$ cat src/rtl/inst_decode_pkg.sv
// inst_decode_pkg -- shared encodings and the decoded-instruction record for
// the decode stage.
//   op_e        : major opcode field inst[31:30]
//   OP2_*       : op2 sub-opcodes (inst[24:22]) within the branch/SETHI group
//   decoded_t   : everything the decode stage registers for downstream
//   decode_word : pure combinational field extraction of one instruction word
package inst_decode_pkg;

  typedef enum logic [1:0] {
    OP_BR_SETHI = 2'b00,
    OP_CALL     = 2'b01,
    OP_ARITH    = 2'b10,
    OP_MEM      = 2'b11
  } op_e;

  localparam logic [2:0] OP2_SETHI     = 3'b100;
  localparam logic [2:0] OP2_UNIMP     = 3'b000;
  localparam logic [4:0] CALL_LINK_REG = 5'd15;

  // Register fields are kept at the architectural 5-bit format width here; the
  // top resizes them to REG_BITS_SIZE on the way out.
  typedef struct packed {
    op_e         op;
    logic [5:0]  op3;
    logic        i;
    logic [4:0]  rs1;
    logic [4:0]  rs2;
    logic [4:0]  rd;
    logic [31:0] imm;
    logic [31:0] pc;
    logic        wr_rd;
    logic        illegal;
  } decoded_t;

  function automatic decoded_t decode_word(input logic [31:0] w,
                                           input logic [31:0] pc);
    decoded_t d;
    d       = '0;
    d.op    = op_e'(w[31:30]);
    d.op3   = w[24:19];
    d.i     = w[13];
    d.rd    = w[29:25];
    d.pc    = pc;
    case (d.op)
      OP_BR_SETHI: begin
        d.imm     = {w[21:0], 10'b0};
        d.wr_rd   = (w[24:22] == OP2_SETHI);
        d.illegal = (w[24:22] == OP2_UNIMP);
      end
      OP_CALL: begin
        d.imm   = {w[29:0], 2'b00};
        d.rd    = CALL_LINK_REG;
        d.wr_rd = 1'b1;
      end
      default: begin
        d.rs1   = w[18:14];
        d.rs2   = w[13] ? 5'd0 : w[4:0];
        d.imm   = {{19{w[12]}}, w[12:0]};
        // Arithmetic always writes; memory ops write only for loads (op3[2]=0).
        d.wr_rd = (d.op == OP_ARITH) || !w[21];
      end
    endcase
    // %g0 is hardwired: a write to it is no write at all.
    if (d.rd == 5'd0) d.wr_rd = 1'b0;
    return d;
  endfunction

endpackage

$ cat src/rtl/inst_decode_scoreboard.sv
// reg_scoreboard -- busy-register tracker for read-after-write hazards.
//   clk, reset     : clock, synchronous active-high reset (clears all busy)
//   flush          : clears all busy bits, higher priority than set/clear
//   set_en/set_rd  : mark a destination busy (issued instruction)
//   clr_en/clr_rd  : mark a register free (writeback retire)
//   rs1, rs2       : sources of the incoming instruction
//   rs2_en         : rs2 is a real register source (i == 0)
//   hazard         : incoming instruction reads a busy register
module reg_scoreboard
  import inst_decode_pkg::*;
#(
  parameter int REG_BITS_SIZE = 5
) (
  input  logic                     clk,
  input  logic                     reset,
  input  logic                     flush,
  input  logic                     set_en,
  input  logic [REG_BITS_SIZE-1:0] set_rd,
  input  logic                     clr_en,
  input  logic [REG_BITS_SIZE-1:0] clr_rd,
  input  logic [REG_BITS_SIZE-1:0] rs1,
  input  logic [REG_BITS_SIZE-1:0] rs2,
  input  logic                     rs2_en,
  output logic                     hazard
);
  localparam int NREG = 2 ** REG_BITS_SIZE;

  logic [NREG-1:0] busy, busy_nxt;

  // Clear is applied before set so a same-cycle retire and reissue of one
  // register leaves it busy.
  always_comb begin
    busy_nxt = busy;
    if (clr_en) busy_nxt[clr_rd] = 1'b0;
    if (set_en) busy_nxt[set_rd] = 1'b1;
    busy_nxt[0] = 1'b0;
  end

  always_ff @(posedge clk) begin
    if (reset || flush) busy <= '0;
    else                busy <= busy_nxt;
  end

  assign hazard = busy[rs1] || (rs2_en && busy[rs2]);

endmodule

$ cat src/rtl/inst_decode.sv
// inst_decode -- single registered decode stage with valid/ready handshakes.
//   clk, reset           : clock, synchronous active-high reset
//   in_valid/in_ready    : fetched instruction handshake (in_inst, in_pc)
//   out_valid/out_ready  : decoded instruction handshake
//   out_rs1/rs2/rd       : register read addresses and destination
//   out_op/op3/i/imm/pc  : decoded fields, immediate, instruction address
//   out_wr_rd            : instruction writes out_rd
//   out_illegal          : UNIMP encoding seen (still passed downstream)
//   wb_valid/wb_rd       : writeback retire, frees a busy register
//   flush                : kill the held instruction and all busy state
// Build option: DECODE_SCOREBOARD_EN enables the reg_scoreboard hazard
// interlock; without it hazard is 0 and the writeback port is ignored.
module inst_decode
  import inst_decode_pkg::*;
#(
  parameter int REG_BITS_SIZE = 5,
  parameter int INST_SIZE     = 32
) (
  input  logic                     clk,
  input  logic                     reset,
  input  logic                     in_valid,
  output logic                     in_ready,
  input  logic [INST_SIZE-1:0]     in_inst,
  input  logic [31:0]              in_pc,
  output logic                     out_valid,
  input  logic                     out_ready,
  output logic [REG_BITS_SIZE-1:0] out_rs1,
  output logic [REG_BITS_SIZE-1:0] out_rs2,
  output logic [REG_BITS_SIZE-1:0] out_rd,
  output logic [1:0]               out_op,
  output logic [5:0]               out_op3,
  output logic                     out_i,
  output logic [31:0]              out_imm,
  output logic [31:0]              out_pc,
  output logic                     out_wr_rd,
  output logic                     out_illegal,
  input  logic                     wb_valid,
  input  logic [REG_BITS_SIZE-1:0] wb_rd,
  input  logic                     flush
);

  decoded_t dec, q;
  logic     hazard, accept;

  assign dec = decode_word(32'(in_inst), in_pc);

`ifdef DECODE_SCOREBOARD_EN
  reg_scoreboard #(.REG_BITS_SIZE(REG_BITS_SIZE)) u_sb (
    .clk    (clk),
    .reset  (reset),
    .flush  (flush),
    .set_en (accept && dec.wr_rd),
    .set_rd (REG_BITS_SIZE'(dec.rd)),
    .clr_en (wb_valid),
    .clr_rd (wb_rd),
    .rs1    (REG_BITS_SIZE'(dec.rs1)),
    .rs2    (REG_BITS_SIZE'(dec.rs2)),
    .rs2_en (!dec.i),
    .hazard (hazard)
  );
`else
  logic unused_wb;
  assign unused_wb = ^{wb_valid, wb_rd};
  assign hazard    = 1'b0;
`endif

  assign in_ready = (!out_valid || out_ready) && !hazard && !flush && !reset;
  assign accept   = in_valid && in_ready;

  // Data registers load only on accept, so they are frozen while stalled.
  always_ff @(posedge clk) begin
    if (reset) begin
      out_valid <= 1'b0;
      q         <= '0;
    end else if (flush) begin
      out_valid <= 1'b0;
    end else if (accept) begin
      out_valid <= 1'b1;
      q         <= dec;
    end else if (out_ready) begin
      out_valid <= 1'b0;
    end
  end

  assign out_op      = q.op;
  assign out_op3     = q.op3;
  assign out_i       = q.i;
  assign out_rs1     = REG_BITS_SIZE'(q.rs1);
  assign out_rs2     = REG_BITS_SIZE'(q.rs2);
  assign out_rd      = REG_BITS_SIZE'(q.rd);
  assign out_imm     = q.imm;
  assign out_pc      = q.pc;
  assign out_wr_rd   = q.wr_rd;
  assign out_illegal = q.illegal;

endmodule

$ cat config.mk
export PLATFORM = sky130hd
export DESIGN_NAME = inst_decode
export DESIGN_NICKNAME = d
export VERILOG_FILES = /design/src/rtl/inst_decode_pkg.sv /design/src/rtl/inst_decode_scoreboard.sv /design/src/rtl/inst_decode.sv
export SDC_FILE = /design/constraint.sdc
export NUM_CORES = 1
export LEC_CHECK = 0
export CORE_MARGIN = 5
export CORE_UTILIZATION = 37
export DETAILED_ROUTE_END_ITERATION = 16
export PLACE_DENSITY = 0.76
export REMOVE_ABC_BUFFERS = 1
export SLEW_MARGIN = 10
export SYNTH_ARGS = -nofsm -noshare
export SYNTH_HDL_FRONTEND = slang
export SYNTH_SLANG_ARGS = --single-unit
$ cat constraint.sdc
create_clock -name clk -period 1.4 [get_ports clk]
set_clock_uncertainty 0.1 [all_clocks]
set_input_delay 0.28 -clock clk [delete_from_list [all_inputs] [get_ports clk]]
set_output_delay 0.28 -clock clk [all_outputs]
set_load 0.02 [all_outputs]
==> Word-level counts from Yosys, hierarchy flattened <==
Cells that the tools add are included.
{ "op_classes": {"n_eq_ne": 3, "muxes": 9, "n_bitwise": 1, "reduce_logical": 16} }
{ "ops": {"columns": ["operator", "n"], "rows": [
  ["$pmux W32 S2", 1],
  ["$mux W10", 1],
  ["$mux W5", 2],
  ["$logic_not A5 Y1", 1],
  ["$logic_not A1 Y1", 4],
  ["$mux W1", 4],
  ["$reduce_or A2 Y1", 2],
  ["$eq A3 B3 Y1 const B", 1],
  ["$logic_and A1 B1 Y1", 3],
  ["$logic_not A3 Y1", 1],
  ["$eq A2 B1 Y1 const B", 1],
  ["$eq A2 B2 Y1 const B", 1],
  ["$logic_not A2 Y1", 1],
  ["$logic_or A1 B1 Y1", 2],
  ["$pmux W1 S2", 1],
  ["$reduce_and A2 Y1", 1],
  ["$reduce_bool A2 Y1", 1],
  ["$not A1 Y1", 1]
]} }
{ "word_totals": {"reg_bits": 91, "input_bits": 75, "output_inout_bits": 92, "elab_cells": 40} }

==> Depth between registers and ports, before layout <==
Gate-level depths: netlist of the first run.
{ "logic_depth": {"word_depth": 6, "mapped_depth": 6, "ltp_nobuf": 4} }

==> Least setup slack after synthesis of the first run <==
No wires, ideal clock.
{ "synth_timing": {"kind": "register to register", "start": "register out_valid", "end": "register q (netlist bit out_imm[10])", "arrival_time_ps": 1462, "slack_ps": -232, "path_stages_with_launch": 7, "period_less_slack_ps": 1632, "path_cell_list": "dfxtp_1 > and2b_2 > nand3b_1 > buf_2 > buf_2 > nand2_1 > a21oi_1"} }
{ "synth_between": {"elab_chain_len": 6} }
{ "synth_lines": {"columns": ["item", "line_no", "text"], "rows": [
  ["start, declared", "inst_decode.sv:25", "output logic out_valid,"],
  ["start signal, assigned", "inst_decode.sv:73", "out_valid <= 1'b0;"],
  ["start signal, assigned", "inst_decode.sv:76", "out_valid <= 1'b0;"],
  ["start signal, assigned", "inst_decode.sv:78", "out_valid <= 1'b1;"],
  ["$logic_not A1 Y1", "inst_decode.sv:67", "assign in_ready = (!out_valid || out_ready) && !hazard && !flush && !reset;"],
  ["$logic_or A1 B1 Y1", "inst_decode.sv:67", null],
  ["$logic_and A1 B1 Y1 (2 in series)", "inst_decode.sv:67", null],
  ["$logic_and A1 B1 Y1", "inst_decode.sv:68", "assign accept = in_valid && in_ready;"],
  ["$reduce_and A2 Y1 (no line)", null, null],
  ["end signal, assigned", "inst_decode.sv:74", "q <= '0;"],
  ["end signal, assigned", "inst_decode.sv:79", "q <= dec;"],
  ["end, declared", "inst_decode.sv:42", "decoded_t dec, q;"]
]} }
No other way between the ends.
A chain may end at the register's enable or synchronous reset.

==> Worst setup path after layout of the first run <==
{ "layout_timing": {"start": "register out_valid", "end": "register q (netlist bit out_imm[28])"} }
Same word-level chain as after synthesis.

==> metrics.md, run 1 <==
| Metric | Value |
|---|---|
| GPL Wtd Cong | 0.820 |
| IO Port Bufs | 160 |
| Ports | 167 |
| Post-synth top area share | 0.510 |
| CTS tree | done |
| #FFs+latches synth | 91 |
| Largest area contributor in the netlist | dfxtp_1 |
| TNS Setup | -25.80 ns |
| Worst Hold Launch | in_inst[28] |
| PD cells | 840 nW/um^2 |
| Number of buffers inserted by hold repair at cts | 0 |
| DRC viols | 0 |
| Hold Slack | 0.252 ns |
| Max-slew headroom | 0.708 |
| Data required, critical path | 1.59 ns |
| Buf/Inv on CP | 4 |
| Final critical-path share of the clock period | 1.28 |
| Dpl cell area | 5610 um^2 |
| Num rows | 35 |
| Syn avg cell area | 8.35 um^2 |
| Status | complete, but fails checks |
| Via density | 5.33 |
| Slew @ Worst Pin | 0.431 ns |
| DRT Pass-1 Iters | 4 |
| Grt ovf | 0 |
| CTS Buf Count | 9 |
| CTS Root Buffer Type | clkbuf_8 |
| Delay-heaviest family, CP | buffers and inverters |
| DRT antenna net count | 0 |
| CP Capture Type | flip-flop |
| Syn Inst Count | 428 |
| Initial antenna violation count | 0 |
| Die span in y | 108 um |
| WS Path Type | flip-flop to flip-flop |
| Initial drt markers | 203 |
| Crit path DAT | 1.98 ns |
| Syn. warnings | 0 |
| Final Hold Viols | 0 |
| Period minus WS final | 1.79 ns |
| Crit path from | out_valid |
| Hold WC Path Type | primary input to flip-flop |
| H-tree depth | 3 |
| Core area | 9330 um^2 |
| Clk sinks | 91 |
| First-pass GRT wire length | 21.3 mm |
| Worst r2r src | out_valid |
| Critical Path Source Type | flip-flop |
| DR WL/cell | 20.2 um |
| Fin nets | 719 |
| Post-place setup slack | -0.750 ns |
| Critical Path, Cell by Cell | and2b_2, buf_6, buf_6, nor4b_4, buf_4, clkbuf_16, o21ai_1, a21oi_1 |
| Top cells by area, synth | dfxtp_1, nand2_1, a21oi_1 |
| Final Core Density | 0.761 |
| Layout area overhead | 98.6% |
| Netlist Area Pre-Place | 3570 um^2 |
| Pleak | 0.00284 uW |
| Failing checks | negative setup slack |
| Clk buf depth | 2 |
| MaxCap Viol Count | 0 |
| Initial core utilization | 0.383 |
| Layout cells sized above 1 | 0.549 |
| Synth cell types | 31 |
| Drt total wl | 15.7 mm |
| Worst vdd ir | 436 uV |
| Routed via count | 4148 |
| Final WS setup | -0.387 ns |
| CP max stage delay | 0.34 ns |
| Max Fclk | 0.560 GHz |
| Max-slew violations | 0 |
| Final setup fails | 92 |
| Die area | 11700 um^2 |
| HPWL Detailed | 8.57 mm |
| Seq/Total Area, Yosys | 0.510 |
| Pin count of the biggest net entering global routing | 30 |
| GRT Overall Usage | 0.231 |
| Crit-path slowest cell | dfxtp_2 |
| Leading cell types in the layout, fill and taps excluded | dfxtp_1, clkdlybuf4s50_1, nand2_1 |
| Crit Path Max Fanout | 8 |
| Clk_lat worst skew | 0.36 ns |
| N_diodes | 0 |
| Vias in the first global route | 4273 |
| Die Wd | 108 um |
| Clock transition at the registers of the reported paths | 0.10 ns |
| RSZ-0062 raised after global routing | yes |
| Most common cell after layout, fill and taps aside | dfxtp_1 |
| Design area | 7100 um^2 |
| Cell mode on critical path | buf_6 |
logic make-up after synthesis:
group                  synth area share
AND/OR/NAND/NOR                   0.213
flip-flops                        0.510
multiplexers                     0.0620
buffers and inverters            0.0444
AO/OA/AOI/OAI                     0.171
power breakdown:
part | switching, uW | total (uW) | internal, uW
Sequential | 69.9 | 2760 | 2690
Combinational | 694 | 1360 | 671
Clock | 1000 | 1840 | 836
Total | 1770 | 5960 | 4190
worst min-delay path, stage by stage:
cell,delay (ns)
dlymetal6s2s_1,0.19
nor3_4,0.07
nor3_2,0.12
worst paths after layout:
path	end	slack (ns)	cells after the start
setup / recovery	out_imm[28]	-0.39	8
hold / removal	out_rd[3]	0.25	3
setup reg to reg	out_imm[28]	-0.39	8
hold reg to reg	out_pc[19]	0.36	2
repair_timing:
action	4_1_cts	5_1_grt
gates resized for setup	366	201
gates cloned	12	8
buffers inserted	13	12
pin swaps	37	69
endpoints found under the setup margin	182	138
final cells by class:
| type | count | area [um^2] |
|---|---|---|
| timing repair buffer | 240 | 2510 |
| tap | 129 | 161 |
| clock inverter | 7 | 73.8 |
| clock buffer | 9 | 124 |
| inverter | 3 | 15.0 |
| fill | 657 | 2230 |
| multi-input combinational | 299 | 2380 |
| sequential | 91 | 1830 |
registers in the layout, indices dropped and copies added (netlist names):
name / cells
out_pc: 32
out_illegal: 1
out_i: 1
out_rs2: 5
out_valid: 1
out_imm: 32
out_op3: 6
out_rd: 5
out_wr_rd: 1
out_rs1: 5
out_op: 2
routing by layer:
| layer | track usage | up-vias | part of all wire | wire [um] |
|---|---|---|---|---|
| met3 | 0.0466 | 45 | 0.067 | 1060 |
| li1 | - | 1917 | - | - |
| met5 | 0 | - | 0 | 0 |
| met2 | 0.418 | 172 | 0.52 | 8090 |
| met4 | 0.0929 | 0 | 0.035 | 550 |
| met1 | 0.264 | 2014 | 0.38 | 6000 |
synthesized netlist by cell type:
master      n
nand2_1   119
dfxtp_1    91
a21oi_1    66
clkbuf_1   21
nor2_1     18
nor3_1     17
buf_2      13
nand3_1    13
mux2i_1    12
o21ai_0    10
a32o_1      9
mux2_2      9
a221oi_1    8
nand3b_1    2
nor2b_1     2
o211ai_1    2
o31ai_1     2
a211oi_1    1
a21boi_0    1
a311oi_1    1
and2b_2     1
buf_1       1
clkinv_1    1
inv_1       1
inv_2       1
nand4b_1    1
nor4_4      1
nor4b_4     1
o21a_1      1
o311ai_0    1
or4_1       1
stage by stage:
step	total power, uW	std cells
after detailed placement	3830	723
after floorplan	3160	393
final	5960	778
after global placement	3810	723
after global routing	6170	778
after CTS	5780	764
Note: power is estimated with default switching activity, not from simulation.
==> run 2, diff against run 1 <==
CORE_UTILIZATION = 25   (was 37)
PLACE_DENSITY = 0.55   (was 0.76)
==> metrics.md, run 2 (synthesized netlist as in run 1, its figures left out) <==
| Metric | Value |
|---|---|
| Design area | 6960 um^2 |
| Critical Path, Cell by Cell | and2b_2, buf_6, nand3b_1, buf_6, buf_8, buf_12, buf_16, nand2_2, a21oi_2 |
| Final setup fails | 91 |
| CTS Buf Count | 9 |
| PD cells | 978 nW/um^2 |
| Crit-path slowest cell | dfxtp_2 |
| Slew @ Worst Pin | 0.542 ns |
| Crit Path Max Fanout | 7 |
| DRT antenna net count | 0 |
| DR WL/cell | 17.5 um |
| Hold WC Path Type | primary input to flip-flop |
| MaxCap Viol Count | 0 |
| Failing checks | negative setup slack |
| Reg2reg setup slack | -0.33 ns |
| Worst hold endpoint | out_valid |
| Num rows | 43 |
| H-tree depth | 3 |
| CP Capture Type | flip-flop |
| CTS tree | done |
| GRT Overall Usage | 0.169 |
| First-pass GRT wire length | 22.1 mm |
| Max Fclk | 0.579 GHz |
| Worst hold path depth | 3 |
| Die span in y | 130 um |
| Ports | 167 |
| Multi-input gate area | 2210 um^2 |
| Most common cell after layout, fill and taps aside | dfxtp_1 |
| DRC viols | 0 |
| Critical Path Source Type | flip-flop |
| Drt total wl | 14.5 mm |
| Initial antenna violation count | 0 |
| Core area | 13900 um^2 |
| Via density | 4.72 |
| Pin count of the biggest net entering global routing | 39 |
| Clk buf depth | 2 |
| Vias in the first global route | 4146 |
| Data required, critical path | 1.51 ns |
| GPL Wtd Cong | 0.796 |
| Die area | 16800 um^2 |
| N_diodes | 0 |
| DRT Pass-1 Iters | 4 |
| CTS Root Buffer Type | clkbuf_16 |
| Initial drt markers | 137 |
| Clock transition at the registers of the reported paths | 0.06 ns |
| Final critical-path share of the clock period | 1.23 |
| Clk_lat worst skew | 0.34 ns |
| Seq. cell area | 1820 um^2 |
| Clk sinks | 91 |
| Cell mode on critical path | buf_6 |
| Fin nets | 720 |
| Final Hold Viols | 0 |
| RR Endpoint | out_pc[16] |
| Layout area overhead | 94.6% |
| Worst Hold Launch | reset |
| Routed via count | 3917 |
| Max-slew headroom | 0.638 |
| IO Port Bufs | 160 |
| Worst r2r src | out_valid |
| Max-slew violations | 0 |
| Initial core utilization | 0.257 |
| Filler Cell Count | 1302 |
| Status | complete, but fails checks |
| Layout cells sized above 1 | 0.492 |
| Leading cell types in the layout, fill and taps excluded | dfxtp_1, nand2_1, clkdlybuf4s50_1 |
| RSZ-0062 raised after global routing | yes |
| CP max stage delay | 0.31 ns |
| HPWL Detailed | 9.51 mm |
| Number of buffers inserted by hold repair at cts | 0 |
| Pleak | 0.00276 uW |
| Dpl cell area | 5730 um^2 |
| Grt ovf | 0 |
| Die Wd | 130 um |
| Period minus WS final | 1.73 ns |
| Worst vdd ir | 584 uV |
| Final WS setup | -0.326 ns |
| R2R cell count | 9 |
| Hold Slack | 0.191 ns |
| Crit path DAT | 1.83 ns |
| WS Path Type | flip-flop to flip-flop |
run 2: cell count changes in the layout (fill, tap and decap cells not counted), sizes merged, moves of 3 or more:
cell	change
buf	-14
dlygate4sd2	+4
clkbuf	+18
clkdlybuf4s15	-3
clkdlybuf4s50	-3
run 2: repair_timing:
| action | CTS | global route |
|---|---|---|
| setup buffers | 18 | 5 |
| pin swaps | 40 | 51 |
| setup endpoints to repair | 182 | 153 |
| resized for setup | 311 | 178 |
| gates cloned | 13 | 1 |
| hold endpoints to repair | 0 | 0 |
run 2: how the worst max path moves through the flow:
stage                     startpoint          end  slack [ns]  cells past startpoint
after floorplan            out_valid  out_imm[12]       -1.71                      3
after global placement     out_ready     in_ready       -0.71                      4
after detailed placement   out_ready   out_imm[7]       -0.70                      7
after CTS                  out_valid   out_pc[30]       -0.31                      8
after global routing       out_valid   out_pc[16]       -0.39                      9
final                      out_valid   out_pc[16]       -0.33                      9
run 2: through the flow:
step                cells  total power, uW  setup TNS, ns  setup WS [ns]  utilization
finish                830             6800         -20.09         -0.326        0.499
global route          830             7070         -27.48         -0.391        0.499
CTS                   832             6830         -21.53         -0.307        0.499
detailed placement    785             3860         -58.07         -0.705        0.411
global placement      785             3850         -56.88         -0.706        0.411
floorplan             393             3160        -132.78          -1.71            -
run 2: routing by layer:
layer / vias to the layer above / track usage / share of wire
li1: 1920 / - / -
met1: 1850 / 0.201 / 0.41
met2: 126 / 0.286 / 0.49
met3: 21 / 0.0453 / 0.069
met4: 0 / 0.0746 / 0.023
met5: - / 0 / 0
run 2: power by group:
| part | switching [uW] | internal, uW |
|---|---|---|
| clock network | 1040 | 1740 |
| registers | 65.5 | 2690 |
| logic | 639 | 629 |
| total | 1750 | 5060 |
run 2: worst max-delay path, delay by kind of cell, from the launching register on:
family,cells,cell delay [ns]
buf+inv,5,0.69
simple gates,3,0.43
flops,1,0.31
compound gates,1,0.05
run 2: area by class of cell:
cell class | instances | share of cell area
tap | 180 | 0.0324
inverter | 3 | 0.00162
clock buffer | 9 | 0.0324
clock inverter | 7 | 0.0167
sequential | 91 | 0.262
timing repair buffer | 241 | 0.337
multi-input combinational | 299 | 0.318
